[src/rtl/pc_unit.sv]
// ---------------------------------------------------------------------------
// pc_unit -- program-counter unit for the instruction fetch stage.
//
// Holds the fetch PC and picks the next PC from, highest priority first:
// reset, trap (TRAP_VECTOR), branch/jump redirect, stall (hold) and
// sequential increment. A redirect to a misaligned target is sent to
// TRAP_VECTOR instead, and a one-cycle misaligned pulse is raised.
// A small BOOT/RUN/HALTED state machine gates fetch validity and halting.
//
// Optional feature macro: RVC_EN
//   defined   : increment is 2 for compressed instructions and 4 otherwise;
//               a target is misaligned when bit 0 is set.
//   undefined : increment is always 4 and inst_compressed is ignored;
//               a target is misaligned when bits [1:0] are non-zero.
//
// Ports
//   clk              in   1     rising-edge clock
//   reset            in   1     synchronous, active-low reset
//   stall            in   1     hold pc_out this cycle
//   redirect_valid   in   1     take redirect_target
//   redirect_target  in   XLEN  redirect destination
//   trap_valid       in   1     jump to TRAP_VECTOR
//   halt_req         in   1     request to stop fetching
//   resume           in   1     leave HALTED state
//   inst_compressed  in   1     current instruction is 16-bit (RVC_EN only)
//   pc_out           out  XLEN  registered fetch PC (IMEM address)
//   pc_next          out  XLEN  value pc_out takes at the next edge
//   pc_valid         out  1     pc_out is a valid fetch address
//   misaligned       out  1     one-cycle pulse: last redirect was misaligned
//   halted           out  1     unit is in HALTED state
//   state_dbg        out  2     current FSM state (BOOT=0, RUN=1, HALTED=2)
//
// Handshake: there is no ready back-pressure. Every request input is a
// level sampled at each rising edge; its effect is visible on the
// registered outputs right after that edge.
// ---------------------------------------------------------------------------
module pc_unit #(
    parameter int              XLEN         = 32,
    parameter logic [XLEN-1:0] RESET_VECTOR = XLEN'(32'h0000_0000),
    parameter logic [XLEN-1:0] TRAP_VECTOR  = XLEN'(32'h0000_0100)
) (
    input  logic            clk,
    input  logic            reset,
    input  logic            stall,
    input  logic            redirect_valid,
    input  logic [XLEN-1:0] redirect_target,
    input  logic            trap_valid,
    input  logic            halt_req,
    input  logic            resume,
    input  logic            inst_compressed,
    output logic [XLEN-1:0] pc_out,
    output logic [XLEN-1:0] pc_next,
    output logic            pc_valid,
    output logic            misaligned,
    output logic            halted,
    output logic [1:0]      state_dbg
);

    typedef enum logic [1:0] {
        BOOT   = 2'd0,
        RUN    = 2'd1,
        HALTED = 2'd2
    } state_t;

    state_t          state;
    state_t          state_nxt;
    logic [XLEN-1:0] pc_q;
    logic            misaligned_q;
    logic            misaligned_nxt;
    logic [XLEN-1:0] increment;
    logic            target_bad;

`ifdef RVC_EN
    assign increment  = inst_compressed ? XLEN'(2) : XLEN'(4);
    assign target_bad = redirect_target[0];
`else
    assign increment  = XLEN'(4);
    assign target_bad = |redirect_target[1:0];
    // inst_compressed has no meaning without compressed-instruction support.
    logic unused_inst_compressed;
    assign unused_inst_compressed = inst_compressed;
`endif

    // Next-state logic. A stalled halt request waits until the stall clears,
    // and resume wins over a simultaneous halt_req while HALTED.
    always_comb begin
        state_nxt = state;
        case (state)
            BOOT:    state_nxt = RUN;
            RUN:     if (halt_req && !stall) state_nxt = HALTED;
            HALTED:  if (resume) state_nxt = RUN;
            default: state_nxt = BOOT;
        endcase
    end

    // Next-PC selection. The PC only advances sequentially in RUN, and not
    // on the edge that enters HALTED, so the halted PC is the one that was
    // showing when the halt was accepted.
    always_comb begin
        pc_nxt_sel:
        begin
            pc_next        = pc_q;
            misaligned_nxt = 1'b0;
            if (!reset) begin
                pc_next = RESET_VECTOR;
            end else if (trap_valid) begin
                pc_next = TRAP_VECTOR;
            end else if (redirect_valid) begin
                if (target_bad) begin
                    pc_next        = TRAP_VECTOR;
                    misaligned_nxt = 1'b1;
                end else begin
                    pc_next = redirect_target;
                end
            end else if (stall) begin
                pc_next = pc_q;
            end else if (state == RUN && !halt_req) begin
                pc_next = pc_q + increment;
            end
        end
    end

    always_ff @(posedge clk) begin
        if (!reset) begin
            state        <= BOOT;
            pc_q         <= RESET_VECTOR;
            misaligned_q <= 1'b0;
        end else begin
            state        <= state_nxt;
            pc_q         <= pc_next;
            misaligned_q <= misaligned_nxt;
        end
    end

    assign pc_out     = pc_q;
    assign misaligned = misaligned_q;
    assign pc_valid   = (state == RUN);
    assign halted     = (state == HALTED);
    assign state_dbg  = state;

endmodule

[config.mk]
export PLATFORM = sky130hd
export DESIGN_NAME = pc_unit
export DESIGN_NICKNAME = d
export VERILOG_FILES = /design/src/rtl/pc_unit.sv
export SDC_FILE = /design/constraint.sdc
export NUM_CORES = 1
export LEC_CHECK = 0
export CAP_MARGIN = 20
export CORE_AREA = 2 2 74 76
export DETAILED_ROUTE_END_ITERATION = 10
export DIE_AREA = 0 0 76 78
export PLACE_DENSITY = 0.84
export RECOVER_POWER = 50
export SKIP_LAST_GASP = 1
export SLEW_MARGIN = 10
export SYNTH_ARGS = -nofsm -noshare
export SYNTH_HDL_FRONTEND = slang
export SYNTH_SLANG_ARGS = --single-unit
[constraint.sdc]
create_clock -name clk -period 4.22 [get_ports clk]
set_clock_uncertainty 0.05 [all_clocks]
set_input_delay 0.422 -clock clk [delete_from_list [all_inputs] [get_ports clk]]
set_output_delay 0.422 -clock clk [all_outputs]
set_load 0.02 [all_outputs]
==> metrics.cfg, run 1 <==
[clocking]
ctsResizeCount = 0
cts.sinks = 35
htree_levels = 2
cts_buffers = 5
cts_hold_buf = 0
insertion_delay_ns = 0.28
post_cts.repair.setup_buffers = 0
cts_root_buffer = clkbuf_8
path_clk_slew_ns = 0.07
cts_tree = built
clock_path_buffers = 2

[place]
portBuffers = 107
hpwl_um = 4800
place_congestion = 0.772
dp.cells = 427

[sta]
timing.final.crit_period_ns = 3.81
grt_setup_unrepaired = no
max_freq_ghz = 0.263
hold_viol_final = 0
period_share_pct = 90.2
slew_violations = 0
setup_viol = 0
tightest_slew_ns = 1.05
relSlewSlack_pct = 30.3
finalSetupTns_ns = 0

[synth]
syn_area_um2 = 2130
ys_ff_latch = 35
ys_warn_count = 0
synthesis.nets = 303
seq_area_frac_synth_pct = 32.8
ys_async_sr_fraction_pct = 0
yosys.area.top_type = dfxtp_1
synthCells = 262
avgSynthCellArea_um2 = 8.14
ys.flop_type = dfxtp_1
netlist_top_cells_area = dfxtp_1, a21oi_1, xnor2_1
netlist.area_leader.share_pct = 32.8
synth_cell_types = 37
synth-edff-count = 0

[grt]
overflow = 0
grt_pass1_vias = 2218
gr-usage-met3_pct = 6.86
grt_max_degree = 31
antenna_found_initial = 0
grtUsageMet2_pct = 36.6
grt_pass1_wl_um = 10400
grt_usage_pct = 21.3
grtUsageMet1_pct = 25.0
busiest_layer = met2

[worst_setup_path]
r2r-start = pc_out[6]
rr_endpoint = pc_out[31]
critPathArrivalTime_ns = 3.33
critical_path.max_fanout = 19
cp-start-kind = flop
critical_path.startpoint = pc_out[6]
critPathRequiredTime_ns = 3.75
setup.worst_path.class = flop to output pin
rr_worst_depth = 5
r2r_setup_slack_ns = 1.64
crit_path_end_kind = output pin

[min_path]
min_delay_worst_endpoint = pc_out[0]
hold_start = pc_out[0]
hold_path.class = flop to flop
whs_path_depth = 1

[finish]
final_common_cell = clkdlybuf4s50_1
register_area_um2 = 701
final_nets = 405
n_antenna_cell = 0
multi_input_area_um2 = 1330
layout_common_cells = clkdlybuf4s50_1, a21oi_1, dlygate4sd3_1, dfxtp_1
layoutNonFillerInstCount = 433
fillers = 445
finish.utilization_pct = 65.7
drive_gt1_share_pct = 6.34
syn_to_final_growth_pct = 55.4

[detailed_routing]
wire_per_inst_um = 14.4
routed_wirelength_um = 6240
drcViolationCount = 0
via_per_inst = 5.20
antenna_left = 0
drt_iter0_markers = 87
vias = 2253
dr.pass1.iters = 4

[power_and_ir_drop]
leakage_nw = 1.19
peakVddDrop_v = 0.000135
p_total_uw = 735
power_density_nw_per_um2 = 222

[floorplan]
row_count = 26
core_um2 = 5040
dieArea_um2 = 5930
pin_count = 109
initial_core_util_pct = 42.3
floorplan.die.width_um = 76
dieHeight_um = 78

[status]
status = completed

[job]
maxCapViolations = 0

## layer usage
metal / vias to the layer above / routed length (um)
met4: 0 / 118
li1: 1146 / -
met1: 1020 / 2720
met2: 76 / 2950
met5: - / 0
met3: 11 / 452
## worst max-delay path by stage
stage          cells after the start  slack [ns]          end
3_5_place_dp                       7        0.64  pc_next[30]
3_3_place_gp                       7        0.66   pc_next[9]
6_report                           6        0.41  pc_next[23]
2_1_floorplan                      6        1.43  pc_next[23]
5_1_grt                            6        0.15  pc_next[20]
4_1_cts                            6        0.43  pc_next[21]
## flip-flops by register name, summed over array words and instances (netlist names)
signal,cells
misaligned,1
pc_out,32
state_dbg,2
## through the flow
step / hold slack [ns] / setup WS, ns / cell area, um2
finish: 0.427 / 0.415 / 3310
global route: 0.461 / 0.146 / 3310
CTS: 0.438 / 0.428 / 3310
detailed placement: 0.417 / 0.639 / 3240
global placement: 0.410 / 0.662 / 3240
floorplan: 0.494 / 1.43 / 2130
## final cells by class
type	instances	share of cell area, %
Multi-Input combinational cell	203	40.0
Timing Repair Buffer	110	33.0
Sequential cell	35	21.1
Tap cell	70	2.64
Clock buffer	6	2.19
Inverter	9	1.02
## worst max-delay path: stages, from the launching register on
cell and delay (ns):
dfxtp_1 0.44, nand4_2 0.19, or4_1 1.01, nor4b_4 0.38, xnor2_1 0.12, a211oi_1 0.26
clkdlybuf4s50_1 0.65
## synth_stat cells, types with 2 or more instances
cell type   n
xnor2_1    23
and4_1      3
nand3_1     7
nor4_4      2
nor4b_2     3
xor2_1      4
clkbuf_1   12
or3_1       2
or4_1       2
a21oi_1    49
nand4_1     4
nand2b_1    2
nor3_2      3
a32o_1      2
a211oi_1    6
nor4b_4     3
o21ai_0    23
nor4_2      2
nand2_1    17
buf_6       2
nor2b_1     2
and3_1      2
and2_1      6
nor4_1      4
nor2_1     18
dfxtp_1    35
nor3_1      6
inv_1       9
## where the power goes
part | switching (mW) | total [mW] | internal [mW] | leakage [nW]
clock network | 0.112 | 0.222 | 0.110 | 0.0371
registers | 0.0131 | 0.354 | 0.341 | 0.285
logic | 0.0779 | 0.158 | 0.0801 | 0.868
total | 0.204 | 0.735 | 0.531 | 1.19
## cell families after synthesis
kind of cell	Yosys count	share of synthesized area, %
flip-flops	35	32.8
AO/OA/AOI/OAI	84	21.3
buffers and inverters	24	4.98
adder cells (fa/ha/maj)	1	0.586
AND/OR/NAND/NOR	90	28.7
multiplexers	1	0.469
XOR/XNOR	27	11.1
No activity file was read; power rests on OpenSTA's default activity.
==> run 2, diff against run 1 <==
- TNS_END_PERCENT: not set -> 30
==> results of run 2 <==
Final layout, timing and power as in run 1 (identical DEF).
==> run 3, diff against run 2 <==
- CTS_CLUSTER_DIAMETER: not set -> 200
==> results of run 3 <==
Final layout, timing and power as in run 1 (identical DEF).
